## src/rtl/avl_mm_initiator_pkg.sv

```systemverilog
// Shared types for the Avalon-MM initiator: FSM states, latched command and held response.
package avl_mm_initiator_pkg;

  localparam int AVL_ADDRSIZE = 14;
  localparam int AVL_DATASIZE = 32;
  localparam int AVL_BESIZE   = AVL_DATASIZE / 8;

  typedef enum logic [1:0] {
    IDLE      = 2'd0,
    REQ       = 2'd1,
    WAIT_DATA = 2'd2,
    RESP      = 2'd3
  } state_t;

  typedef struct packed {
    logic                    write;
    logic [AVL_ADDRSIZE-1:0] address;
    logic [AVL_BESIZE-1:0]   byteenable;
    logic [AVL_DATASIZE-1:0] writedata;
  } cmd_t;

  typedef struct packed {
    logic                    write;
    logic [AVL_DATASIZE-1:0] readdata;
    logic                    error;
  } rsp_t;

  function automatic logic [15:0] sat_inc16(input logic [15:0] v);
    return (v == 16'hFFFF) ? v : v + 16'd1;
  endfunction

endpackage

```

## src/rtl/avl_mm_initiator.sv

```systemverilog
// Single-transaction Avalon-MM initiator: command in, one read/write on the bus, response out.
// Struct field widths come from the package, so ADDRSIZE/DATASIZE track its constants.
module avl_mm_initiator
  import avl_mm_initiator_pkg::*;
#(
  parameter int ADDRSIZE = AVL_ADDRSIZE,
  parameter int DATASIZE = AVL_DATASIZE,
  parameter int TIMEOUT  = 256
) (
  input  logic                  avl_clk_i,
  input  logic                  avl_reset_i,
  input  logic                  cmd_valid_i,
  output logic                  cmd_ready_o,
  input  logic                  cmd_write_i,
  input  logic [ADDRSIZE-1:0]   cmd_address_i,
  input  logic [DATASIZE/8-1:0] cmd_byteenable_i,
  input  logic [DATASIZE-1:0]   cmd_writedata_i,
  output logic                  rsp_valid_o,
  input  logic                  rsp_ready_i,
  output logic                  rsp_write_o,
  output logic [DATASIZE-1:0]   rsp_readdata_o,
  output logic                  rsp_error_o,
  output logic [ADDRSIZE-1:0]   avl_address_o,
  output logic [DATASIZE/8-1:0] avl_byteenable_o,
  output logic                  avl_write_o,
  output logic                  avl_read_o,
  output logic [DATASIZE-1:0]   avl_writedata_o,
  input  logic [DATASIZE-1:0]   avl_readdata_i,
  input  logic                  avl_waitrequest_i,
  input  logic                  avl_readdatavalid_i,
  output logic [15:0]           timeout_count_o
);

  localparam logic [15:0] TO_LAST = 16'(TIMEOUT - 1);

  state_t      r_state, w_state_next;
  cmd_t        r_cmd, w_cmd_next;
  rsp_t        r_rsp, w_rsp_next;
  logic        r_cmd_ready, w_cmd_ready_next;
  logic        r_rsp_valid, w_rsp_valid_next;
  logic        r_avl_read, w_avl_read_next;
  logic        r_avl_write, w_avl_write_next;
  logic [15:0] r_cnt, w_cnt_next;
  logic [15:0] r_timeout_count, w_timeout_count_next;
  logic        w_expired;

  assign w_expired = (r_cnt == TO_LAST);

  always_ff @(posedge avl_clk_i or posedge avl_reset_i) begin
    if (avl_reset_i) begin
      r_state         <= IDLE;
      r_cmd           <= '0;
      r_rsp           <= '0;
      r_cmd_ready     <= 1'b1;
      r_rsp_valid     <= 1'b0;
      r_avl_read      <= 1'b0;
      r_avl_write     <= 1'b0;
      r_cnt           <= '0;
      r_timeout_count <= '0;
    end else begin
      r_state         <= w_state_next;
      r_cmd           <= w_cmd_next;
      r_rsp           <= w_rsp_next;
      r_cmd_ready     <= w_cmd_ready_next;
      r_rsp_valid     <= w_rsp_valid_next;
      r_avl_read      <= w_avl_read_next;
      r_avl_write     <= w_avl_write_next;
      r_cnt           <= w_cnt_next;
      r_timeout_count <= w_timeout_count_next;
    end
  end

  always_comb begin
    w_state_next         = r_state;
    w_cmd_next           = r_cmd;
    w_rsp_next           = r_rsp;
    w_cmd_ready_next     = r_cmd_ready;
    w_rsp_valid_next     = r_rsp_valid;
    w_avl_read_next      = r_avl_read;
    w_avl_write_next     = r_avl_write;
    w_cnt_next           = r_cnt;
    w_timeout_count_next = r_timeout_count;
    unique case (r_state)
      IDLE: begin
        if (cmd_valid_i && r_cmd_ready) begin
          w_cmd_next       = '{write: cmd_write_i, address: cmd_address_i,
                               byteenable: cmd_byteenable_i, writedata: cmd_writedata_i};
          w_avl_read_next  = !cmd_write_i;
          w_avl_write_next = cmd_write_i;
          w_cmd_ready_next = 1'b0;
          w_cnt_next       = '0;
          w_state_next     = REQ;
        end
      end
      REQ: begin
        // A bus accept beats a timeout landing on the same cycle.
        if (!avl_waitrequest_i) begin
          w_avl_read_next  = 1'b0;
          w_avl_write_next = 1'b0;
          if (r_cmd.write) begin
            w_rsp_next       = '{write: 1'b1, readdata: '0, error: 1'b0};
            w_rsp_valid_next = 1'b1;
            w_state_next     = RESP;
          end else if (avl_readdatavalid_i) begin
            w_rsp_next       = '{write: 1'b0, readdata: avl_readdata_i, error: 1'b0};
            w_rsp_valid_next = 1'b1;
            w_state_next     = RESP;
          end else begin
            w_cnt_next   = '0;
            w_state_next = WAIT_DATA;
          end
        end else if (w_expired) begin
          w_avl_read_next      = 1'b0;
          w_avl_write_next     = 1'b0;
          w_rsp_next           = '{write: r_cmd.write, readdata: '0, error: 1'b1};
          w_rsp_valid_next     = 1'b1;
          w_timeout_count_next = sat_inc16(r_timeout_count);
          w_state_next         = RESP;
        end else begin
          w_cnt_next = r_cnt + 16'd1;
        end
      end
      WAIT_DATA: begin
        if (avl_readdatavalid_i) begin
          w_rsp_next       = '{write: 1'b0, readdata: avl_readdata_i, error: 1'b0};
          w_rsp_valid_next = 1'b1;
          w_state_next     = RESP;
        end else if (w_expired) begin
          w_rsp_next           = '{write: 1'b0, readdata: '0, error: 1'b1};
          w_rsp_valid_next     = 1'b1;
          w_timeout_count_next = sat_inc16(r_timeout_count);
          w_state_next         = RESP;
        end else begin
          w_cnt_next = r_cnt + 16'd1;
        end
      end
      RESP: begin
        if (rsp_ready_i) begin
          w_rsp_valid_next = 1'b0;
          w_cmd_ready_next = 1'b1;
          w_state_next     = IDLE;
        end
      end
      default: w_state_next = IDLE;
    endcase
  end

  assign cmd_ready_o      = r_cmd_ready;
  assign rsp_valid_o      = r_rsp_valid;
  assign rsp_write_o      = r_rsp.write;
  assign rsp_readdata_o   = r_rsp.readdata;
  assign rsp_error_o      = r_rsp.error;
  assign avl_address_o    = r_cmd.address;
  assign avl_byteenable_o = r_cmd.byteenable;
  assign avl_writedata_o  = r_cmd.writedata;
  assign avl_read_o       = r_avl_read;
  assign avl_write_o      = r_avl_write;
  assign timeout_count_o  = r_timeout_count;

endmodule

```

## config.mk

```make
export PLATFORM = sky130hd
export DESIGN_NAME = avl_mm_initiator
export DESIGN_NICKNAME = d
export VERILOG_FILES = /design/src/rtl/avl_mm_initiator_pkg.sv /design/src/rtl/avl_mm_initiator.sv
export SDC_FILE = /design/constraint.sdc
export NUM_CORES = 1
export LEC_CHECK = 0
export ABC_AREA = 0
export CAP_MARGIN = 40
export CORE_MARGIN = 2
export CORE_UTILIZATION = 43
export CTS_CLUSTER_DIAMETER = 100
export DETAILED_ROUTE_END_ITERATION = 7
export HOLD_SLACK_MARGIN = 0.02
export PLACE_DENSITY = 0.78
export SLEW_MARGIN = 20
export SYNTH_ARGS = -nofsm -noshare
export SYNTH_HDL_FRONTEND = slang
export SYNTH_SLANG_ARGS = --single-unit
export TNS_END_PERCENT = 100
```

## constraint.sdc

```tcl
create_clock -name avl_clk_i -period 3.5 [get_ports avl_clk_i]
set_input_delay 0.35 -clock avl_clk_i [delete_from_list [all_inputs] [get_ports avl_clk_i]]
set_output_delay 0.35 -clock avl_clk_i [all_outputs]
set_load 0.05 [all_outputs]
```

==> results of run 1 <==
cell usage after synthesis (4+ instances only):
| cell | count |
|---|---|
| dfrtp_1 | 122 |
| buf_4 | 50 |
| mux2_1 | 49 |
| inv_1 | 45 |
| mux2i_1 | 43 |
| nand2_1 | 43 |
| clkbuf_1 | 24 |
| nor4_1 | 22 |
| nand4_1 | 16 |
| o21ai_0 | 16 |
| xor2_1 | 14 |
| nand3_1 | 12 |
| o21bai_1 | 10 |
| a21oi_1 | 9 |
| ha_1 | 8 |
| nor2_1 | 8 |
| and4_1 | 5 |
| nor3_1 | 5 |
| nor4b_1 | 5 |
| and2_1 | 4 |
| mux2_2 | 4 |
| o21ai_1 | 4 |
| o31ai_1 | 4 |
| or4_1 | 4 |
logic make-up (layout without fill, tap and decap cells):
group / count (synthesis) / count (layout) / share of synthesized area [%]
simple gates: 136 / 136 / 12.1
flops: 123 / 123 / 49.7
buf+inv: 122 / 280 / 11.0
mux: 97 / 97 / 16.8
compound gates: 62 / 62 / 6.82
xor+xnor: 14 / 14 / 1.98
fa+ha+maj: 8 / 8 / 1.61
critical path, stage by stage (launching register included):
cell and delay [ns]:
dfrtp_1 0.41, or4_4 0.56, or4_4 0.56, a221oi_4 0.31, buf_4 0.36, mux2_4 0.33
metal layers:
layer / GRT usage, % / up-vias
met1: 23.3 / 2299
met5: 0 / -
met4: 7.16 / 0
met2: 32.3 / 170
li1: - / 2211
met3: 4.17 / 20
state kept, by name, summed over array words and instances (netlist names), 2 cells and up:
register          count
avl_byteenable_o      4
r_state               2
timeout_count_o      16
r_cnt                16
avl_address_o        14
avl_writedata_o      32
rsp_readdata_o       32
layout make-up:
type,instances,area [um2],area share [%]
clock inverter,10,164,1.91
timing repair buffer,203,2020,23.6
multi-input combinational,317,2450,28.5
inverter,45,173,2.01
sequential,123,3080,35.9
tap,180,225,2.62
clock buffer,22,474,5.52
where the power goes:
group | total, uW | switching (uW) | internal (uW)
registers | 1420 | 0.456 | 1420
logic | 158 | 60.3 | 97.8
clock network | 1860 | 614 | 1250
total | 3440 | 675 | 2770
worst max path at each step:
stage / to / slack (ns) / depth (start not counted)
finish: rsp_error_o / 0.85 / 5
global placement: rsp_error_o / 0.86 / 6
floorplan: rsp_readdata_o[0] / 1.03 / 5
detailed placement: rsp_error_o / 0.84 / 6
CTS: rsp_error_o / 0.84 / 5
global route: rsp_error_o / 0.78 / 5
through the flow:
step | cell area (um2) | hold WS [ns] | util [%] | cells | total power (uW)
after global routing | 8590 | 0.476 | 61.4 | 900 | 3570
after global placement | 7930 | 0.473 | 56.7 | 866 | 1610
after CTS | 8590 | 0.412 | 61.4 | 900 | 3490
final | 8590 | 0.412 | 61.4 | 900 | 3440
after detailed placement | 7950 | 0.481 | 56.8 | 868 | 1610
after floorplan | 6200 | 0.465 | - | 562 | 1490
==> summary.txt, run 1 <==
GRT
  • Largest net degree at the start of global routing: 74
  • Vias in the first global route: 4651
  • Grt total ovfl: 0
  • GRT Overall Usage: 18.9%
  • Initial antenna violation count: 0
  • First-pass GRT wire length: 22800 um

Worst setup path
  • Reg2Reg Setup Slack: 0.85 ns
  • R2R depth: 5
  • CP endpoint kind: flip-flop
  • R2R Path End: rsp_error_o
  • Setup CP Type: reg2reg
  • Worst EP arrival: 2.94 ns
  • Worst EP required: 3.79 ns
  • Critical-path maximum fanout: 19
  • Critical path launch point: r_cnt[12]
  • Reg2reg start: r_cnt[12]
  • Crit path launch type: flip-flop

Clock network
  • Clock Tree Buf Depth: 2
  • Post-cts resize count: 0
  • # Post-CTS Setup Buffers: 0
  • Worst-Skew Late Latency: 0.40 ns
  • Hold_buf cts: 0
  • CTS tree: built
  • Root Buffer: clkbuf_16
  • # clock sinks: 123
  • CTS buffer count: 17
  • Clock slew at reported path FFs: 0.06 ns
  • CTS H-Tree Depth: 4

Die
  • Full die area: 15400 um2
  • Core area: 14000 um2
  • Die Y: 124 um
  • Rows: 43
  • I/O pin count: 193
  • Chip width: about 120 um
  • Starting Density: ~44%

STA
  • Pins Over Slew Limit: 0
  • Layout Skew: 0.00638 ns
  • Setup TNS: 0 ns
  • Setup ws final: 0.846 ns
  • Slew @ Worst Pin: 0.739 ns
  • Final hold vios: 0
  • Final setup fails: 0
  • RSZ-0062 raised after global routing: false
  • Final min period: 2.65 ns
  • Final cycle utilization of the critical path: 75.8%
  • Slew headroom: 50.7%
  • Fmax: roughly 0.38 GHz

Layout
  • Nets: 804
  • Share of cells above drive strength 1: 7.78%
  • Most frequent cells in the layout: 192 x clkdlybuf4s50_1, 122 x dfrtp_1, 49 x mux2_1
  • Area Growth Syn to Fin: 38.5%
  • Fillers: ~1100
  • Commonest non-fill, non-tap cell in the layout: clkdlybuf4s50_1
  • Antenna Cells: 0

Synth
  • Fraction of registers with async set/reset: 100%
  • Syn Inst Count: 562
  • Synthesized Nets: 659
  • Post-synth EDFFs: 0
  • Post-synth top area cell: dfrtp_1
  • Seq/Total Area, Yosys: between 40% and 50%
  • Yosys reg bits: 123
  • Synth area leaders: dfrtp_1 49%, mux2_1 8.9%, mux2i_1 6.9%
  • Post-synth cell types: 49
  • Ys flop type: dfrtp_1
  • Mapped Area: 6200 um2
  • Syn avg cell area: 11.0 um2
  • Syn. warnings: 0
  • Synth top area share: 49.2%

Placed design
  • RD Place Congestion: 0.837
  • Pre-CTS setup slack: 0.841 ns
  • HPWL after DPL: 10500 um
  • Port bufs: 192

Power and ir drop
  • Peak supply drop: around 0.31 mV
  • PwrDens: ~400 nW/um2
  • P_leak: 0.00376 uW

Status
  • Run status: complete, no violations

Drt
  • Drt first-iter violations: between 300 and 400
  • Met3 wire len: 959 um
  • DR WL met2: 7360 um
  • Top layer in use: met4
  • Routed WL: 14500 um
  • Vias: between 4000 and 5000
  • Vias/cell: between 5 and 6
  • Post-route ant nets: 0
  • DRT Pass-1 Iters: 4
  • Met1 WL: around 5900 um
  • Wire per inst: 16.1 um
  • DRC viols: 0

Flow run
  • Maximum capacitance violations: 0

Min path
  • Hold Path Class: in2async
(Power assumes the default switching activity.)
==> run 2: changes to the inputs <==
--- a/config.mk
+++ b/config.mk
@@ -8,11 +8,11 @@
 export ABC_AREA = 0
 export CAP_MARGIN = 40
 export CORE_MARGIN = 2
-export CORE_UTILIZATION = 43
+export CORE_UTILIZATION = 47
 export CTS_CLUSTER_DIAMETER = 100
 export DETAILED_ROUTE_END_ITERATION = 7
 export HOLD_SLACK_MARGIN = 0.02
-export PLACE_DENSITY = 0.78
+export PLACE_DENSITY = 0.81
 export SLEW_MARGIN = 20
 export SYNTH_ARGS = -nofsm -noshare
 export SYNTH_HDL_FRONTEND = slang
==> constraint.sdc (replaced) <==
create_clock -name avl_clk_i -period 2.6 [get_ports avl_clk_i]
set_input_delay 0.26 -clock avl_clk_i [delete_from_list [all_inputs] [get_ports avl_clk_i]]
set_output_delay 0.26 -clock avl_clk_i [all_outputs]
set_load 0.05 [all_outputs]
==> summary.txt, run 2 (synthesized netlist as in run 1, its figures left out) <==
Worst setup path
  • R2R depth: 6
  • CP endpoint kind: flip-flop
  • R2R Path End: rsp_readdata_o[7]
  • Crit path launch type: flip-flop
  • Reg2reg start: r_cnt[8]
  • Reg2Reg Setup Slack: 0.10 ns
  • Worst EP arrival: roughly 2.8 ns
  • Setup CP Type: reg2reg
  • Worst EP required: slightly below 3 ns
  • Critical-path maximum fanout: 14

STA
  • Final cycle utilization of the critical path: 96.0%
  • Fmax: 0.401 GHz
  • Slew headroom: about 50%
  • Setup ws final: 0.103 ns
  • Final setup fails: 0
  • Final min period: between 2 and 2.5 ns
  • RSZ-0062 raised after global routing: false
  • Slew @ Worst Pin: 0.748 ns
  • Setup TNS: 0 ns
  • Final hold vios: 0
  • Pins Over Slew Limit: 0
  • Layout Skew: a little under 0.009 ns

Clock network
  • CTS buffer count: 17
  • Clock Tree Buf Depth: 2
  • Clock slew at reported path FFs: 0.06 ns
  • CTS H-Tree Depth: 4
  • Hold_buf cts: 0
  • CTS tree: built
  • Post-cts resize count: 0
  • Worst-Skew Late Latency: approximately 0.42 ns
  • Root Buffer: clkbuf_16
  • # clock sinks: 123

Placed design
  • Port bufs: 192
  • RD Place Congestion: 0.887
  • HPWL after DPL: 10900 um
  • Placed Instances: 868
  • Pre-CTS setup slack: 0.0302 ns

Power and ir drop
  • P_leak: 0.00382 uW
  • PwrDens: 522 nW/um2
  • Psw: 926 uW
  • Clk pwr share: 52.9%
  • Power share of the sequential group: 42.4%
  • Peak supply drop: 0.298 mV
  • Internal: about 3600 uW
  • Comb power frac: 4.8%
  • Switching portion of total power: around a fifth

GRT
  • Initial antenna violation count: 0
  • Vias in the first global route: 4922
  • First-pass GRT wire length: 25100 um
  • GRT Overall Usage: 22.2%
  • Grt total ovfl: 0
  • Largest net degree at the start of global routing: 55

Flow run
  • Maximum capacitance violations: 0

Die
  • Die Y: 119 um
  • Starting Density: 48.5%
  • Rows: 41
  • Core area: 12800 um2
  • Full die area: about 14000 um2
  • I/O pin count: 193
  • Chip width: approximately 120 um

Drt
  • Vias: approximately 4800
  • Routed WL: about 15000 um
  • Post-route ant nets: 0
  • DRT Pass-1 Iters: 5
  • DRC viols: 0
  • Vias/cell: 5.32
  • Wire per inst: 16.9 um
  • Drt first-iter violations: 361

Min path
  • Hold Path Class: in2async

Layout
  • Antenna Cells: 0
  • Area Growth Syn to Fin: 39.7%
  • Nets: ~820
  • Most frequent cells in the layout: 192 x clkdlybuf4s50_1, 122 x dfrtp_1, 49 x mux2_1
  • Share of cells above drive strength 1: 9.29%
  • Post-layout util: 67.8%
  • Commonest non-fill, non-tap cell in the layout: clkdlybuf4s50_1
  • Cell Count, Final, Fillers Out: 904

Status
  • Run status: complete, no violations
[run 2: cell count changes in the layout (fill, tap and decap cells not counted), sizes merged]
cell    delta
buf       +12
bufinv     -1
clkbuf     -1
clkinv     +2
[run 2: worst max-delay path, stage by stage, from the launching register on]
cell and delay, ns:
dfrtp_1 0.42, or4_4 0.56, or4_4 0.54, a221oi_4 0.33, buf_12 0.17, buf_12 0.16, mux2i_1 0.23
[run 2: worst max-delay path by stage]
stage,slack (ns),start,to,cells after the start
2_1_floorplan,0.13,r_cnt[12],rsp_readdata_o[0],5
3_3_place_gp,0.12,r_cnt[12],rsp_readdata_o[0],6
3_5_place_dp,0.03,r_cnt[12],rsp_readdata_o[7],6
4_1_cts,0.04,r_cnt[12],rsp_readdata_o[7],6
5_1_grt,0.004,r_cnt[9],timeout_count_o[1],6
6_report,0.10,r_cnt[8],rsp_readdata_o[7],6
[run 2: cell type report]
class	count	area, um2
clock inverters	11	144
multi-input cells	317	2450
fillers	926	4110
clock buffers	21	460
well taps	172	215
repair buffers	215	2140
inverters	45	173
flip-flops and latches	123	3080
[run 2: routing by layer]
| metal | wire [um] | global-route usage (%) | up-vias |
|---|---|---|---|
| li1 | - | - | 2238 |
| met1 | 6240 | 27.1 | 2334 |
| met2 | 7740 | 37.3 | 198 |
| met3 | 867 | 5.70 | 35 |
| met4 | 447 | 9.67 | 0 |
| met5 | 0 | 0 | - |
[run 2: through the flow]
step	hold WS [ns]	power (uW)	instance area, um2
2_1_floorplan	0.392	2010	6200
3_5_place_dp	0.480	2170	8020
4_1_cts	0.190	4560	8620
5_1_grt	0.204	4660	8660
3_3_place_gp	0.474	2160	8020
6_report	0.184	4530	8660
[run 2: power by group through the flow]
stage | registers, uW | logic (uW) | clock network, uW
floorplan | 1950 | 51.6 | 0
global placement | 1950 | 213 | 0
detailed placement | 1950 | 215 | 0
CTS | 1920 | 218 | 2430
global route | 1920 | 233 | 2510
finish | 1920 | 215 | 2390
[run 2: timing repair]
| action | in CTS | in global routing |
|---|---|---|
| setup endpoints to repair | 0 | 11 |
| hold endpoints to repair | 0 | 0 |
| setup buffers | 0 | 4 |
==> run 3: changes to the inputs <==
--- a/config.mk
+++ b/config.mk
@@ -13,7 +13,7 @@
 export DETAILED_ROUTE_END_ITERATION = 7
 export HOLD_SLACK_MARGIN = 0.02
 export PLACE_DENSITY = 0.81
-export SLEW_MARGIN = 20
+export SETUP_SLACK_MARGIN = 0.3
 export SYNTH_ARGS = -nofsm -noshare
 export SYNTH_HDL_FRONTEND = slang
 export SYNTH_SLANG_ARGS = --single-unit
==> summary.txt, run 3 (synthesized netlist as in run 1, its figures left out) <==
STA
  • Setup ws final: about 0.15 ns
  • WHS: 0.201 ns
  • Slew @ Worst Pin: 0.689 ns
  • Slew headroom: 54.1%
  • Fmax: ~0.4 GHz
  • Final min period: between 2 and 2.5 ns
  • Setup TNS: 0 ns
  • Final hold vios: 0
  • Final cycle utilization of the critical path: ~94%
  • RSZ-0062 raised after global routing: true
  • Pins Over Slew Limit: 0
  • Final setup fails: 0
  • Layout Skew: around 0.0067 ns

GRT
  • Grt total ovfl: 0
  • GRT Overall Usage: between 20 and 25%
  • First-pass GRT wire length: 24900 um
  • Initial antenna violation count: 0
  • Vias in the first global route: 4855
  • Largest net degree at the start of global routing: 55

Worst setup path
  • Worst EP required: 2.92 ns
  • Top cell by count, worst path: or4_4
  • Setup CP Type: reg2reg
  • Worst EP arrival: 2.77 ns
  • Crit path launch type: flip-flop
  • Critical-path maximum fanout: 7
  • Worst path max stage delay: around 0.56 ns
  • Critical path's slowest cell: or4_4
  • CP endpoint kind: flip-flop
  • Crit path cell chain: or4_4 -> or4_4 -> a221oi_4 -> buf_12 -> buf_8 -> mux2i_4

Placed design
  • Area after DPL: ~8000 um2
  • Port bufs: 192
  • Pre-CTS setup slack: between 0.03 and 0.04 ns
  • RD Place Congestion: between 0.8 and 0.9
  • HPWL after DPL: 10500 um

Flow run
  • Maximum capacitance violations: 0

Drt
  • Vias/cell: ~5.3
  • Drt first-iter violations: 372
  • DRT Pass-1 Iters: 4
  • Post-route ant nets: 0
  • Routed WL: about 15000 um
  • Wire per inst: 16.5 um
  • Vias: 4815
  • DRC viols: 0

Die
  • Die Y: 119 um
  • Core area: 12800 um2
  • I/O pin count: a little under 200
  • Rows: 41
  • Starting Density: 48.5%
  • Full die area: 14100 um2
  • Chip width: ~120 um

Clock network
  • Worst-Skew Late Latency: about 0.41 ns
  • CTS H-Tree Depth: 4
  • Hold_buf cts: 0
  • CTS tree: built
  • Clock Tree Buf Depth: 2
  • CTS buffer count: 17
  • Root Buffer: clkbuf_16
  • # clock sinks: around 120
  • Clock slew at reported path FFs: roughly 0.06 ns

Min path
  • Hold Path Class: in2async

Layout
  • Final Cell Area: 8850 um2
  • Nets: 824
  • Fillers: ~850
  • Commonest non-fill, non-tap cell in the layout: clkdlybuf4s50_1
  • Most frequent cells in the layout: 192 x clkdlybuf4s50_1, 122 x dfrtp_1, 49 x mux2_1
  • Share of cells above drive strength 1: 12.0%
  • Multi-input gate area: 2510 um2
  • Antenna Cells: 0
  • Area Growth Syn to Fin: 42.8%
  • Sequential Area: 3080 um2

Status
  • Run status: complete, no violations

Power and ir drop
  • PwrDens: about 520 nW/um2
  • P_leak: around 0.0039 uW
  • Total Power: 4580 uW
  • Peak supply drop: 0.352 mV
## run 3: per-layer routing
metal | GRT usage [%] | part of all wire, % | wire length, um | vias up
li1 | - | - | - | 2252
met3 | 4.93 | 5.4 | 808 | 23
met5 | 0 | 0 | 0 | -
met4 | 7.81 | 1.8 | 277 | 0
met1 | 27.8 | 42 | 6280 | 2354
met2 | 36.4 | 51 | 7700 | 186
## run 3: repair_timing
item                       in CTS  in global routing
pin swaps                       2                  3
setup buffers                   7                  2
cloned                          1                  1
setup endpoints to repair      33                 56
resized for setup               4                 12
## run 3: path summary, 6_finish.rpt
path | end | slack [ns] | depth (start not counted) | from
worst max-delay path | rsp_readdata_o[14] | 0.15 | 6 | r_cnt[15]
worst min-delay path | rsp_readdata_o[11] | 0.20 | 2 | avl_reset_i
worst max register to register | rsp_readdata_o[14] | 0.15 | 6 | r_cnt[15]
worst min register to register | avl_writedata_o[8] | 0.49 | 1 | avl_writedata_o[8]
max in group asynchronous | avl_writedata_o[26] | 1.73 | 3 | avl_reset_i
min in group avl_clk_i | rsp_readdata_o[28] | 0.40 | 3 | avl_readdata_i[28]
## run 3: worst max-delay path, delay by kind of cell (launching register included)
family | cells | cell delay, ns
simple gates | 2 | 1.10
flops | 1 | 0.38
buf+inv | 2 | 0.31
mux | 1 | 0.22
compound gates | 1 | 0.36
## run 3: where the power goes
part	switching [uW]	leakage [uW]	internal [uW]
Combinational	84.1	0.00189	135
Clock	877	0.000292	1560
Sequential	0.675	0.00171	1920
## run 3: cell type report
class	instances	share of cell area, %
multi-input combinational	317	28.3
sequential	123	34.8
clock buffer	19	5.12
inverter	45	1.95
tap	172	2.43
clock inverter	13	1.87
timing repair buffer	223	25.5
## run 3: stage by stage
stage | cells | utilization (%)
after floorplan | 562 | -
after global routing | 912 | 69.3
after global placement | 869 | 63.0
after CTS | 909 | 68.5
final | 912 | 69.3
after detailed placement | 869 | 63.0
